[config.mk]
export PLATFORM = sky130hd
export DESIGN_NAME = multi_debouncer
export DESIGN_NICKNAME = d
export VERILOG_FILES = /design/src/rtl/debounce_pkg.sv /design/src/rtl/debounce_channel.sv /design/src/rtl/multi_debouncer.sv
export SDC_FILE = /design/constraint.sdc
export NUM_CORES = 1
export LEC_CHECK = 0
export ABC_AREA = 1
export CAP_MARGIN = 20
export CORE_MARGIN = 2
export CORE_UTILIZATION = 58
export CTS_BUF_LIST = sky130_fd_sc_hd__clkbuf_4 sky130_fd_sc_hd__clkbuf_8
export DETAILED_ROUTE_END_ITERATION = 8
export GPL_ROUTABILITY_DRIVEN = 0
export PLACE_DENSITY = 0.78
export SYNTH_ARGS = -nofsm -noshare
export SYNTH_HDL_FRONTEND = slang
export SYNTH_HIERARCHICAL = 1
export SYNTH_SLANG_ARGS = --single-unit
[constraint.sdc]
create_clock -name clk -period 1.71 [get_ports clk]
set_input_delay 0.342 -clock clk [delete_from_list [all_inputs] [get_ports clk]]
set_output_delay 0.342 -clock clk [all_outputs]
set_load 0.02 [all_outputs]
[src/rtl/debounce_pkg.sv]
// rtl/debounce_pkg.sv - shared types and settle-count helper for the debouncer
// Purpose: mode/state enumerations and the settle-count computation used by
//          multi_debouncer and debounce_channel.
// Ports:   none (package).
package debounce_pkg;

  typedef enum logic [0:0] {
    MODE_FILTER  = 1'b0,
    MODE_LOCKOUT = 1'b1
  } debounce_mode_e;

  typedef enum logic [1:0] {
    STABLE = 2'd0,
    CHECK  = 2'd1,
    HOLD   = 2'd2
  } db_state_e;

  // A nonzero simulation count overrides the real-time settle count.
  function automatic int count_max_f(input int sim_count, input int clk_freq,
                                     input int time_delay_ms);
    if (sim_count > 0) begin
      return sim_count;
    end
    return (clk_freq / 1000) * time_delay_ms;
  endfunction

endpackage

[src/rtl/debounce_channel.sv]
// rtl/debounce_channel.sv - one debounced input channel
// Purpose: 2-flop synchroniser feeding a STABLE/CHECK/HOLD settle FSM.
// Ports:   clk, rst (sync, active-high)
//          value_in   - raw asynchronous input
//          value_out  - debounced level (registered)
//          rise_pulse - one-cycle strobe on value_out 0->1
//          fall_pulse - one-cycle strobe on value_out 1->0
//          busy       - high while in CHECK or HOLD
module debounce_channel
  import debounce_pkg::*;
#(
  parameter int             COUNT_MAX  = 4,
  parameter logic           IDLE_LEVEL = 1'b1,
  parameter debounce_mode_e MODE       = MODE_FILTER
) (
  input  logic clk,
  input  logic rst,
  input  logic value_in,
  output logic value_out,
  output logic rise_pulse,
  output logic fall_pulse,
  output logic busy
);

  localparam int CW = (COUNT_MAX < 1) ? 1 : $clog2(COUNT_MAX + 1);
  localparam logic [CW-1:0] LAST = CW'(COUNT_MAX - 1);

  logic meta_q, sync_q;
  db_state_e state_q, state_d;
  logic [CW-1:0] cnt_q, cnt_d;
  logic stable_q, stable_d;
  logic rise_q, rise_d;
  logic fall_q, fall_d;
  logic busy_q, busy_d;

  always_comb begin
    state_d  = state_q;
    cnt_d    = cnt_q;
    stable_d = stable_q;
    rise_d   = 1'b0;
    fall_d   = 1'b0;
    unique case (state_q)
      STABLE: begin
        if (sync_q != stable_q) begin
          state_d = CHECK;
          cnt_d   = CW'(1);
        end else begin
          cnt_d = '0;
        end
      end
      CHECK: begin
        if (sync_q == stable_q) begin
          // Glitch: the input went back before the settle time elapsed.
          state_d = STABLE;
          cnt_d   = '0;
        end else if (cnt_q >= LAST) begin
          stable_d = ~stable_q;
          rise_d   = ~stable_q;
          fall_d   = stable_q;
          state_d  = (MODE == MODE_LOCKOUT) ? HOLD : STABLE;
          cnt_d    = '0;
        end else begin
          cnt_d = cnt_q + 1'b1;
        end
      end
      HOLD: begin
        // Post-change lockout: the input is deliberately not looked at.
        if (cnt_q >= LAST) begin
          state_d = STABLE;
          cnt_d   = '0;
        end else begin
          cnt_d = cnt_q + 1'b1;
        end
      end
      default: begin
        state_d = STABLE;
        cnt_d   = '0;
      end
    endcase
    busy_d = (state_d != STABLE);
  end

  always_ff @(posedge clk) begin
    if (rst) begin
      meta_q   <= IDLE_LEVEL;
      sync_q   <= IDLE_LEVEL;
      state_q  <= STABLE;
      cnt_q    <= '0;
      stable_q <= IDLE_LEVEL;
      rise_q   <= 1'b0;
      fall_q   <= 1'b0;
      busy_q   <= 1'b0;
    end else begin
      meta_q   <= value_in;
      sync_q   <= meta_q;
      state_q  <= state_d;
      cnt_q    <= cnt_d;
      stable_q <= stable_d;
      rise_q   <= rise_d;
      fall_q   <= fall_d;
      busy_q   <= busy_d;
    end
  end

  assign value_out  = stable_q;
  assign rise_pulse = rise_q;
  assign fall_pulse = fall_q;
  assign busy       = busy_q;

endmodule

[src/rtl/multi_debouncer.sv]
// rtl/multi_debouncer.sv - N_CH independent input debouncers
// Purpose: computes the settle count and instantiates one debounce_channel
//          per input bit.
// Ports:   clk, rst (sync, active-high)
//          value_in[N_CH]   - raw asynchronous inputs
//          value_out[N_CH]  - debounced levels
//          rise_pulse[N_CH] - per-channel 0->1 strobes
//          fall_pulse[N_CH] - per-channel 1->0 strobes
//          busy[N_CH]       - per-channel settling/lockout indication
module multi_debouncer
  import debounce_pkg::*;
#(
  parameter int             N_CH       = 4,
  parameter int             CLK_FREQ   = 50_000_000,
  parameter int             TIME_DELAY = 500,
  parameter int             SIM_COUNT  = 0,
  parameter logic           IDLE_LEVEL = 1'b1,
  parameter debounce_mode_e MODE       = MODE_FILTER
) (
  input  logic            clk,
  input  logic            rst,
  input  logic [N_CH-1:0] value_in,
  output logic [N_CH-1:0] value_out,
  output logic [N_CH-1:0] rise_pulse,
  output logic [N_CH-1:0] fall_pulse,
  output logic [N_CH-1:0] busy
);

  localparam int COUNT_MAX = count_max_f(SIM_COUNT, CLK_FREQ, TIME_DELAY);

  for (genvar i = 0; i < N_CH; i++) begin : g_ch
    debounce_channel #(
      .COUNT_MAX (COUNT_MAX),
      .IDLE_LEVEL(IDLE_LEVEL),
      .MODE      (MODE)
    ) u_ch (
      .clk       (clk),
      .rst       (rst),
      .value_in  (value_in[i]),
      .value_out (value_out[i]),
      .rise_pulse(rise_pulse[i]),
      .fall_pulse(fall_pulse[i]),
      .busy      (busy[i])
    );
  end

endmodule
### Word-level counts from Yosys, hierarchy flattened

Cells that the tools add are included.

* memories kept: 0
* latch bits: 0
* memory bits (read-only): 0
* bits in writable memories: 0
* logic and storage cells: 120
* register bits: 132

* div/mod/pow operators: 0
* multipliers: 0
* shifts and indexed selects: 0
* reduce and logical (&&, ||, !) cells: 16
* mux-type cells: 32
* magnitude comparators: 4
* equality and inequality tests: 16
* bitwise logic cells: 16
* $add $sub $neg: 4

Operator list (number)
* $pmux 25 s3: 4
* $mux 25: 8
* $add 25x1->25 const B: 4
* $ge 25x25->1 const B: 4
* $mux 2: 12
* $pmux 2 s3: 4
* $not 1->1: 16
* $reduce_or 4->1: 4
* $reduce_and 3->1: 4
* $eq 2x1->1 const B: 4
* $eq 2x2->1 const B: 4
* $logic_not 2->1: 4
* $reduce_bool 2->1: 4
* $eq 1x1->1: 4
* $mux 1: 4
* $ne 1x1->1: 4

### Depth between registers and ports, before layout

Gate-level depths: netlist of the first run.

* word-level depth: 5
* depth in mapped cells: 11
* mapped depth without buffers: 10

### By module

Netlist of the first run, hierarchy kept.

By module, submodules not included
* debounce_channel (g_ch[0].u_ch ...): cells each 263, area an instance 1811.7 µm², instances 3
* debounce_channel (g_ch[3].u_ch): cells each 278, area an instance 1918.1 µm², instances 1

### Least setup slack after synthesis of the first run

Ideal clock, no wire load.

* kind: register -> register
* start: reg g_ch[0].u_ch.cnt_q[0]
* end: reg g_ch[0].u_ch.cnt_q[10]
* path buffers: 2
* path slack: 65 ps
* data arrival time: 1528 ps
* stages on the path, launching flop included: 11
* cell sequence: dfxtp_1 > ha_1 > nand3_2 > nor2_4 > and2_1 > nand3_2 > and2_4 > buf_6 > nand3_4 > buf_12 > nor2_2

* word-level cells in the longest chain between the ends: 4
* elaborated cells between the ends (all ways): 5
* classes of those cells: add/sub: 1; order compare: 1; mux: 3

RTL lines
* from (decl): line debounce_channel.sv:30 `logic [CW-1:0] cnt_q, cnt_d;`
* from (signal assigned): line debounce_channel.sv:97 `cnt_q <= cnt_d;`
* $add 25x1->25 or $ge 25x25->1 (tied branches)
* $mux 25 *: line debounce_channel.sv:56, debounce_channel.sv:68
* $mux 25: line debounce_channel.sv:52 `if (sync_q == stable_q) begin`
* $pmux 25 s3 *: line debounce_channel.sv:42 `unique case (state_q)`

Mark *: on every way between the ends. The rest lies on a longest branch, timed or not.
A chain may end at the register's enable or synchronous reset.

### Final worst setup path of the first run

* start: reg g_ch[0].u_ch.stable_q
* end: out value_out[0]

RTL lines
* from (decl): line debounce_channel.sv:31 `logic stable_q, stable_d;`
* from (signal assigned): line debounce_channel.sv:98 `stable_q <= stable_d;`
* to (decl): line multi_debouncer.sv:23 `output logic [N_CH-1:0] value_out,`

No word-level cell between the ends.

==> flow_summary.toml, run 1 <==
[floorplanning]
rows = 41
design.die.area_sq_mm = 0.0136
core-area_sq_mm = 0.0125
die_y_um = 117
die_w_um = 117
initial_utilization_pct = 58.7
pin_count = 22

[grt]
grt_pass1_vias = 6326
grt_pass1_wl_um = 28400
grt_overflow = 0
track_usage_pct = 26.1
grt_max_degree = 25
grt_antenna_before_repair = 0

[drt]
wl_um = 17100
route.detailed.drc = 0
firstDrtPassIters = 8
drt-initial-drc-count = 654
wl_per_cell_um = 12.8
ant_nets = 0
num_vias = 6939
viasPerCell = 5.19

[power_and_ir_drop]
powerDensity_mw_per_mm2 = 653
p_comb_share_pct = 1.4
ir_worst_vdd_mv = 0.916
seq_power_share_pct = 55.1
p_sw_mw = 1.28
clkPwrFrac_pct = 43.5
switching_share_pct = 22.8
total_power_mw = 5.62
leakage_nw = 3.18
intPower_mw = 4.34

[yosys]
postSynthCellCount = 1067
syn_area_per_cell_sq_um = 6.89
netlist.top_cell.by_area = "dfxtp_1"
async_reset_ff_share_pct = 0
synth_edf_count = 0
seq_area_frac_synth_pct = 35.9
yosys_warnings = 6
ys_ff_latch = 132
syn-cell-area_sq_mm = 0.00735
synthTopCellsByCount = "nand2_1 (232), nor2_1 (163), inv_1 (137)"
synth_cell_type_count = 35
yosysMostFrequentCell = "nand2_1"
synth_area_leaders = "dfxtp_1 (36%), nand2_1 (12%), nor2_1 (8.3%)"
synth_top_area_share_pct = 35.9
synthFlopType = "dfxtp_1"
synth_nets = 1077

[finish]
n_antenna_cell = 0
finalNetCount = 1161
utilization_pct = 68.8
syn_to_final_growth_pct = 17.1
drive_gt1_share_pct = 20.5

[clock_tree]
htreeDepth = 4
cts_hold_buf = 0
clk_latency_ps = 460
cts_max_path_buffers = 2
cts_buffers = 17
cts-root-buf = "clkbuf_8"
clkTransAtPathRegs_ps = 70
cts_tree = "done"
clock-sinks = 132

[sta]
worst_pin_slew_ps = 378
finalSetupTns_ps = 0
fmax_mhz = 618
maxSlewHeadroom_pct = 74.6
setup_viol = 0
post-route-period-util_pct = 94.6
final-max-slew-violation-count = 0
fin_crit_ps = 1620
grt_setup_unrepaired = "yes"
hold_viol_final = 0
finClkSkew_ps = 15.8

[run_status]
status = "finished, final reports clean"

[worst_setup_path]
slowest_stage = "dfxtp_1"
crit_start = "g_ch[0].u_ch/value_out"
start_kind = "flop"
crit_type = "reg -> out"
ff2ff_setup_slack_ps = 90
crit_chain = "dlygate4sd2_1"
worstPathArrival_ps = 1280
worstPathMaxFanout = 5
end_kind = "output pin"
r2r-start = "g_ch[3].u_ch/cnt_q[6]"
path_delay_family = "flip-flops"
worst_ep_required_time_ps = 1370
crit_buf_inv = 1
max_stage_delay_ps = 460

[worst_hold_path]
hold_start = "g_ch[2].u_ch/meta_q"
hold_class = "reg -> reg"

[placed_design]
place_hpwl_um = 12500
port_buffers = 21

[flow_run]
maxCapViolCount = 0
[metal layers]
layer | GRT usage [%] | part of all wire (%) | vias up
li1 | - | - | 3562
met1 | 34.0 | 45 | 3107
met2 | 42.7 | 47 | 229
met4 | 8.63 | 2.3 | 0
met3 | 6.43 | 5.9 | 41
met5 | 0 | 0 | -
[cell usage in the layout (no fill, tap or decap), types with 5 or more instances in the layout]
cell             Yosys  final
nand2_2              7      5
xor2_1              26     26
or2_2                8      8
inv_1              137    135
nor2_4              11     12
nor2_1             163    156
nand2_1            232    232
xnor2_1             12     12
dfxtp_2              0      7
nand4_1             36     36
a21oi_1              9      9
clkbuf_8             0     18
dlygate4sd2_1        0     15
nand3_1             78     73
nor2_2              51     57
inv_2               10     12
nor3_2              10     12
dfxtp_1            132    123
o22ai_1              6      6
clkdlybuf4s50_1      0      5
nand3_2              7     11
buf_4                6     51
nand3_4              7     10
nor3_1              60     58
o21ai_0             26     24
[cell families (layout without fill, tap and decap cells)]
| family | Yosys count | count (layout) | share of synthesized area (%) |
|---|---|---|---|
| AOI/OAI and AO/OA | 51 | 51 | 4.00 |
| adders and majority gates | 4 | 4 | 0.681 |
| DFF | 132 | 132 | 35.9 |
| buffers and inverters | 162 | 257 | 9.80 |
| and+or+nand+nor | 680 | 682 | 45.1 |
| xor gates and xnor gates | 38 | 38 | 4.53 |
[timing repair]
action,CTS,global route
pin swaps,0,13
gates resized for setup,15,48
buffers inserted,0,5
gates cloned,0,2
setup endpoints to repair,15,73
[area by class of cell]
cell class                 instances  area, sq um
multi-input combinational        775         4160
fill                            1093         3910
sequential                       132         2660
timing repair buffer              77          651
inverter                         148          556
clock buffer                      20          263
tap                              172          215
clock inverter                    12          108
[power groups by stage]
stage / logic [mW] / registers, mW / clock network, mW
2_1_floorplan: 0.0363 / 3.17 / 0
3_3_place_gp: 0.0771 / 3.17 / 0
3_5_place_dp: 0.0783 / 3.17 / 0
4_1_cts: 0.0768 / 3.10 / 2.52
5_1_grt: 0.0892 / 3.10 / 2.66
6_report: 0.0796 / 3.10 / 2.44
[path summary, 6_finish.rpt]
check | endpoint | cells past startpoint
max | value_out[0] | 1
min | g_ch[2].u_ch/sync_q | 1
max reg2reg | g_ch[3].u_ch/cnt_q[18] | 9
min reg2reg | g_ch[2].u_ch/sync_q | 1
[stage by stage]
| step | hold WS [ps] | instance area [sq um] | cells | worst slack [ps] |
|---|---|---|---|---|
| 4_1_cts | 410 | 8370 | 1329 | 0.229 |
| 2_1_floorplan | 389 | 7350 | 1067 | 64.7 |
| 3_3_place_gp | 394 | 8020 | 1297 | -3.49 |
| 6_report | 409 | 8610 | 1336 | 92.6 |
| 5_1_grt | 434 | 8610 | 1336 | -62.8 |
| 3_5_place_dp | 392 | 8020 | 1297 | -33.5 |
[flip-flops by register name (all words and copies together), names as in the netlist]
name / flops
g_ch.u_ch/rise_pulse: 4
g_ch.u_ch/meta_q: 4
g_ch.u_ch/value_out: 4
g_ch.u_ch/state_q: 8
g_ch.u_ch/cnt_q: 100
g_ch.u_ch/fall_pulse: 4
g_ch.u_ch/busy: 4
g_ch.u_ch/sync_q: 4
No activity file was read; power rests on OpenSTA's default activity.
==> inputs of run 2 (changes only) <==
--- a/config.mk
+++ b/config.mk
@@ -13,6 +13,7 @@
 export DETAILED_ROUTE_END_ITERATION = 8
 export GPL_ROUTABILITY_DRIVEN = 0
 export PLACE_DENSITY = 0.78
+export SKIP_LAST_GASP = 1
 export SYNTH_ARGS = -nofsm -noshare
 export SYNTH_HDL_FRONTEND = slang
 export SYNTH_HIERARCHICAL = 1
==> run 2 against run 1 <==
  * Clock-buffer cell count stayed put
  * Clock power hardly changed
  * Maximum frequency is 4.4% lower
  * Non-clock buffer count stayed put
  * Combinational power hardly changed
  * Routed wire length is 0.29% higher
  * Sequential power hardly changed
  * Die area stayed put
  * Global-route usage stayed put
  * Hold slack hardly changed
  * Critical endpoint is now g_ch[1].u_ch/cnt_q[3]
==> flow_summary.toml, run 2 (synthesis gave the netlist of run 1 again) <==
[floorplanning]
initial_utilization_pct = 58.7
core-area_sq_mm = 0.0125
die_w_um = 117
die_y_um = 117
pin_count = 22
design.die.area_sq_mm = 0.0136
rows = 41

[sta]
setup_viol = 0
worst_pin_slew_ps = 402
finClkSkew_ps = 15.2
fmax_mhz = 591
final-max-slew-violation-count = 0
grt_setup_unrepaired = "yes"
hold_viol_final = 0
setup_ws_ps = 17.6
maxSlewHeadroom_pct = 73.0
fin_crit_ps = 1690
post-route-period-util_pct = 99.0
hold_slack_ps = 409

[clock_tree]
clock-sinks = 132
clkTransAtPathRegs_ps = 80
htreeDepth = 4
cts_max_path_buffers = 2
cts_buffers = 17
cts_hold_buf = 0
cts-root-buf = "clkbuf_8"
clk_latency_ps = 460
cts_tree = "done"

[power_and_ir_drop]
ir_worst_vdd_mv = 0.915
leakage_nw = 3.18
total_power_mw = 5.63
powerDensity_mw_per_mm2 = 656

[worst_setup_path]
path_delay_family = "simple AND/OR/NAND/NOR gates"
cpMostUsedCell = "nor2_2"
worstPathMaxFanout = 7
end_kind = "flop"
crit_chain = "inv_1 -> nand4_1 -> nor2_2 -> a21oi_2 -> and2_4 -> nand3_2 -> nor2_2"
crit_type = "reg -> reg"
slowest_stage = "dfxtp_1"
start_kind = "flop"
max_stage_delay_ps = 430
worstPathArrival_ps = 2090
worst_ep_required_time_ps = 2110
crit_buf_inv = 1

[finish]
layoutNonFillerInstCount = 1336
mostFrequentLayoutCell = "nand2_1"
largest_reg_flops = 100
syn_to_final_growth_pct = 16.8
regMostFlops = "g_ch.u_ch/cnt_q"
num-fill-cells = 1097
reg_top3 = "g_ch.u_ch/cnt_q x100, g_ch.u_ch/state_q x8"
n_antenna_cell = 0
drive_gt1_share_pct = 20.5
finalNetCount = 1161
final_cell_mix = "nand2_1 (232), nor2_1 (156), inv_1 (135)"

[grt]
grt_overflow = 0
track_usage_pct = 26.1
grt_pass1_vias = 6326
grt_max_degree = 25
grt_antenna_before_repair = 0
grt_pass1_wl_um = 28400

[worst_hold_path]
hold_class = "reg -> reg"

[drt]
num_vias = 6913
viasPerCell = 5.17
firstDrtPassIters = 6
drt-initial-drc-count = 722
wl_um = 17200
route.detailed.drc = 0
ant_nets = 0
wl_per_cell_um = 12.9

[flow_run]
maxCapViolCount = 0

[run_status]
status = "finished, final reports clean"

[placed_design]
pre_cts_slack_ps = -33.5
port_buffers = 21
dp_cells = 1297
place_hpwl_um = 12500
## run 2: report_power, final
group          switching (mW)  internal, mW
registers              0.0109          3.09
clock network            1.24          1.21
logic                  0.0425        0.0371
## run 2: repair_timing
item | 4_1_cts | 5_1_grt
setup endpoints to repair | 15 | 73
pin swaps | 0 | 13
endpoints found under the hold margin | 0 | 0
setup buffers | 0 | 5
resized for setup | 15 | 45
cloned | 0 | 2
## run 2: worst paths after layout
kind                                              from               endpoint  slack, ps  depth (start not counted)
worst max-delay path            g_ch[1].u_ch/cnt_q[17]  g_ch[1].u_ch/cnt_q[3]         20                          7
worst min-delay path               g_ch[2].u_ch/meta_q    g_ch[2].u_ch/sync_q        410                          1
worst max register to register  g_ch[1].u_ch/cnt_q[17]  g_ch[1].u_ch/cnt_q[3]         20                          7
worst min register to register     g_ch[2].u_ch/meta_q    g_ch[2].u_ch/sync_q        410                          1
## run 2: cell type report
type | count | area (sq um) | share of cell area, %
clock buffers | 20 | 263 | 3.06
repair buffers | 77 | 647 | 7.53
inverters | 148 | 556 | 6.47
clock inverters | 12 | 108 | 1.25
well taps | 172 | 215 | 2.51
flip-flops and latches | 132 | 2660 | 30.9
multi-input cells | 775 | 4140 | 48.2
## run 2: through the flow
step | util (%) | setup TNS (ps) | instance area (sq um)
2_1_floorplan | - | 0 | 7350
3_3_place_gp | 64.1 | -3.76 | 8020
3_5_place_dp | 64.1 | -407 | 8020
4_1_cts | 66.9 | 0 | 8370
5_1_grt | 68.6 | -356 | 8590
6_report | 68.6 | 0 | 8590
## run 2: routing by layer
layer | up-vias | global-route usage, % | part of all wire [%]
met3 | 25 | 6.43 | 6.0
met5 | - | 0 | 0
li1 | 3562 | - | -
met1 | 3119 | 34.0 | 45
met2 | 207 | 42.7 | 47
met4 | 0 | 8.63 | 1.8
## run 2: worst register-to-register path: cells and delay by family, from the launching register on
family / cells / cell delay [ps]
AOI/OAI and AO/OA: 1 / 200
DFF: 1 / 430
and+or+nand+nor: 5 / 850
buffers and inverters: 1 / 150
==> inputs of run 3 (changes only) <==
--- a/config.mk
+++ b/config.mk
@@ -10,6 +10,7 @@
 export CORE_MARGIN = 2
 export CORE_UTILIZATION = 58
 export CTS_BUF_LIST = sky130_fd_sc_hd__clkbuf_4 sky130_fd_sc_hd__clkbuf_8
+export CTS_CLUSTER_SIZE = 40
 export DETAILED_ROUTE_END_ITERATION = 8
 export GPL_ROUTABILITY_DRIVEN = 0
 export PLACE_DENSITY = 0.78
==> results of run 3 <==
Same layout as run 2: the final DEF is identical, and so are final timing and power.
==> RTL change 1, RTL diff (settings of run 3) <==
Change the parameter `TIME_DELAY` from 500 to 1000.
--- a/src/rtl/multi_debouncer.sv
+++ b/src/rtl/multi_debouncer.sv
@@ -13,5 +13,5 @@
   parameter int             N_CH       = 4,
   parameter int             CLK_FREQ   = 50_000_000,
-  parameter int             TIME_DELAY = 500,
+  parameter int             TIME_DELAY = 1000,
   parameter int             SIM_COUNT  = 0,
   parameter logic           IDLE_LEVEL = 1'b1,
Function: no difference found for any inputs over 4 cycles, from zero or initial values and one cycle with rst high; that may be too few to reach the edited logic, so the function may still have changed.
==> RTL change 1 against run 3 <==
- wire length down 11%
- worst setup slack better by 0.055 ns
- clock skew down 0.0065 ns
- total power up 11%
- area after synthesis down 4.6%
- sequential cell count up 4
- design area down 5.3%
- hold slack better by 0.0054 ns
- die area down 4.4%
==> RTL change 1: results (changes against run 3) <==
route:
  wl_met1_um: 7310  # -5.6%
  wl_per_cell_um: 11.9  # -7.1%
  viasPerCell: 5.11  # -1.2%
  met2_length_um: 6960  # -14%
  vias: 6530  # -5.5%
  wl_met3_um: 638  # -38%
layout:
  stdcell_area_mm2: 0.00814  # -5.3%
  drive_gt1_frac: 0.136  # -0.0690
  n_all_inverters: 142  # -4.1%
  num-multi-input-gates: 776  # +0.13%
  n_all_buffers: 44  # -43%
  clkCellAreaFrac: 0.0544  # +0.0113
synth:
  seq_area_frac_synth: 0.388  # +0.0287
  syn_inst: 1057  # -0.94%
  yosysUniqueCellTypes: 30  # -14%
  synth.area.top_cells: "dfxtp_1, nand2_1, nor2_1"
  synth_seq_cells: 136  # +3.0%
worst_setup_path:
  max_stage_delay_ns: 0.37  # -0.06 ns
  rrSetupSlack_ns: 0.07  # +0.05 ns
  r2r-end: "g_ch[1].u_ch/cnt_q[0]"
  cp_slowest_cell: "dfxtp_2"
  reg2regPathDepth: 10  # +3
placed_design:
  place_ws_ns: 0.0210  # +0.0546 ns
  dpl_cell_area_mm2: 0.00745  # -7.1%
global_routing:
  met2_usage: 0.365  # -0.0617
  grt.total_usage: 0.238  # -0.0231
  grt_pass1_vias: 5715  # -9.7%
  grt_pass1_wl_um: 25000  # -12%
hold_path:
  min_to: "g_ch[1].u_ch/sync_q"
pwr:
  power_leakage_nw: 3.19  # +0.37%
sta:
  max_clock_freq_mhz: 611  # +3.3%
floorplan:
  num_rows: 40  # -2.4%
outcome:
  outcome: "finished, final reports clean"
==> RTL change 1: cell types whose count changed after synthesis, sizes merged, moves of 7 or more <==
cell and delta:
nand3 -12, o21ai +9, nand4 -22, nor2 +13, nand2 +40, buf -9
xor2 +7, nor3 -32
==> RTL change 1: report_power, final <==
part           internal [mW]  leakage, nW  switching, mW  total [mW]
clock                   1.64        0.224           1.32        2.96
combinational         0.0435         1.87         0.0518      0.0952
sequential              3.18         1.10         0.0105        3.19
==> RTL change 1: kinds of logic (layout without fill, tap and decap cells) <==
logic type,count (synthesis),count (layout),synth area share
and+or+nand+nor,664,666,0.413
xor gates and xnor gates,47,47,0.0587
buffers and inverters,147,218,0.0865
adders and majority gates,4,4,0.00713
AOI/OAI and AO/OA,59,59,0.0465
DFF,136,136,0.388
==> RTL change 1: what timing repair did <==
action / CTS / global route
setup buffers: 0 / 10
resized for setup: 16 / 49
gates cloned: 0 / 2
endpoints found under the setup margin: 16 / 91
pin swaps: 0 / 5
==> RTL change 2, RTL diff (flow settings as in run 3) <==
Made on the original files. Register the input `value_in` before use. The logic sees it one clock later.
--- a/src/rtl/multi_debouncer.sv
+++ b/src/rtl/multi_debouncer.sv
@@ -29,4 +29,10 @@
   localparam int COUNT_MAX = count_max_f(SIM_COUNT, CLK_FREQ, TIME_DELAY);
 
+  logic [N_CH-1:0] value_q;
+
+  always_ff @(posedge clk) begin
+      value_q <= value_in;
+  end
+
   for (genvar i = 0; i < N_CH; i++) begin : g_ch
     debounce_channel #(
@@ -37,5 +43,5 @@
       .clk       (clk),
       .rst       (rst),
-      .value_in  (value_in[i]),
+      .value_in  (value_q[i]),
       .value_out (value_out[i]),
       .rise_pulse(rise_pulse[i]),
Behaviour: not the same (a bounded check fails within 4 cycles, from zero or initial values and one cycle with rst high).
==> RTL change 2 against run 3 <==
- area after synthesis increased by 1.1%
- total power increased by 2.9%
- sequential cell count increased by 4
- cell count is 0.30% lower
- worst setup slack gained 0.016 ns
- wire length fell by 3.1%
- design area grew 0.26%
- global-route usage fell by 1.2 points
- critical endpoint is now g_ch[1].u_ch/cnt_q[18]
==> RTL change 2: results (changes against run 3) <==
pwr:
  vdd_drop_max_v: 0.000526  # -43%
  power_leakage_nw: 3.24  # +1.9%
worst_setup_path:
  reg2regPathDepth: 9  # +2
  r2r-end: "g_ch[1].u_ch/cnt_q[18]"
  r2r-start: "g_ch[1].u_ch/cnt_q[1]"
  max_stage_delay_ns: 0.36  # -0.07 ns
  cp_slowest_cell: "dfxtp_2"
  cp_max_fo: 5  # -2
layout:
  num_antenna_cells: 0  # unchanged
  drive_gt1_frac: 0.191  # -0.0148
  fin_nets: 1157  # -0.34%
  n_fill_cell: 1074  # -2.1%
hold_path:
  hp-class: "in -> reg"
  min_from: "value_in[1]"
  min_to: "value_q[1]"
placed_design:
  post-dp-hpwl_um: 12100  # -3.1%
  placed_cells: 1293  # -0.31%
  place_ws_ns: -0.0463  # -0.0128 ns
  dpl_cell_area_mm2: 0.00805  # +0.41%
global_routing:
  gr-usage-met1: 0.329  # -0.0109
  grt_pass1_wl_um: 27400  # -3.7%
  grt_use_met3: 0.0659  # +0.00156
  met2_usage: 0.398  # -0.0287
  grt.total_usage: 0.249  # -0.0120
  grt_pass1_vias: 6209  # -1.8%
sta:
  clock_skew_ns: 0.00951  # -0.00573 ns
  setup_ws_ns: 0.0340  # +0.0165 ns
  fin_hold_ws_ns: 0.341  # -0.0689 ns
  slew_headroom: 0.679  # -0.0515
route:
  viasPerCell: 5.21  # +0.65%
  wl_met1_um: 7720  # -0.23%
  drt_iter0_drc: 605  # -16%
  wl_per_cell_um: 12.5  # -2.8%
  routed_wl_um: 16700  # -3.1%
  met2_length_um: 7580  # -6.5%
  drt_first_pass_iters: 5  # -1
  wl_met3_um: 1080  # +4.9%
outcome:
  outcome: "finished, final reports clean"
synth:
  synth-xor-area-share: 0.0448  # -0.000488
  synth_compound_area_frac: 0.0396  # -0.000431
  yosysWarnings: 6  # unchanged
  syn_inst: 1071  # +0.37%
  synth.top_cells.by_count: "nand2_1, nor2_1, inv_1"
clock_network:
  cts_resized: 14  # -1
  insertion_delay_ns: 0.44  # -0.02 ns
[RTL change 2: changes by cell type after synthesis]
| cell | change |
|---|---|
| dfxtp_1 | +4 |
[RTL change 2: cells by family (layout without fill, tap and decap cells)]
group / after synthesis / after routing
adders and majority gates: 4 / 4
buffers and inverters: 162 / 249
xor gates and xnor gates: 38 / 38
DFF: 136 / 136
and+or+nand+nor: 680 / 682
AOI/OAI and AO/OA: 51 / 51
[RTL change 2: area by class of cell]
type                    instances  area (um^2)  share of cell area
multi-input cells             775         4110               0.477
flip-flops and latches        136         2730               0.317
repair buffers                 69          618              0.0718
inverters                     148          556              0.0645
clock buffers                  24          312              0.0362
well taps                     172          215              0.0250
clock inverters                 8         70.1             0.00813
[RTL change 2: power by group]
part / switching, mW / internal (mW) / total, mW
Combinational: 0.0429 / 0.0414 / 0.0843
Sequential: 0.0120 / 3.19 / 3.20
Clock: 1.17 / 1.34 / 2.51
Total: 1.23 / 4.57 / 5.79
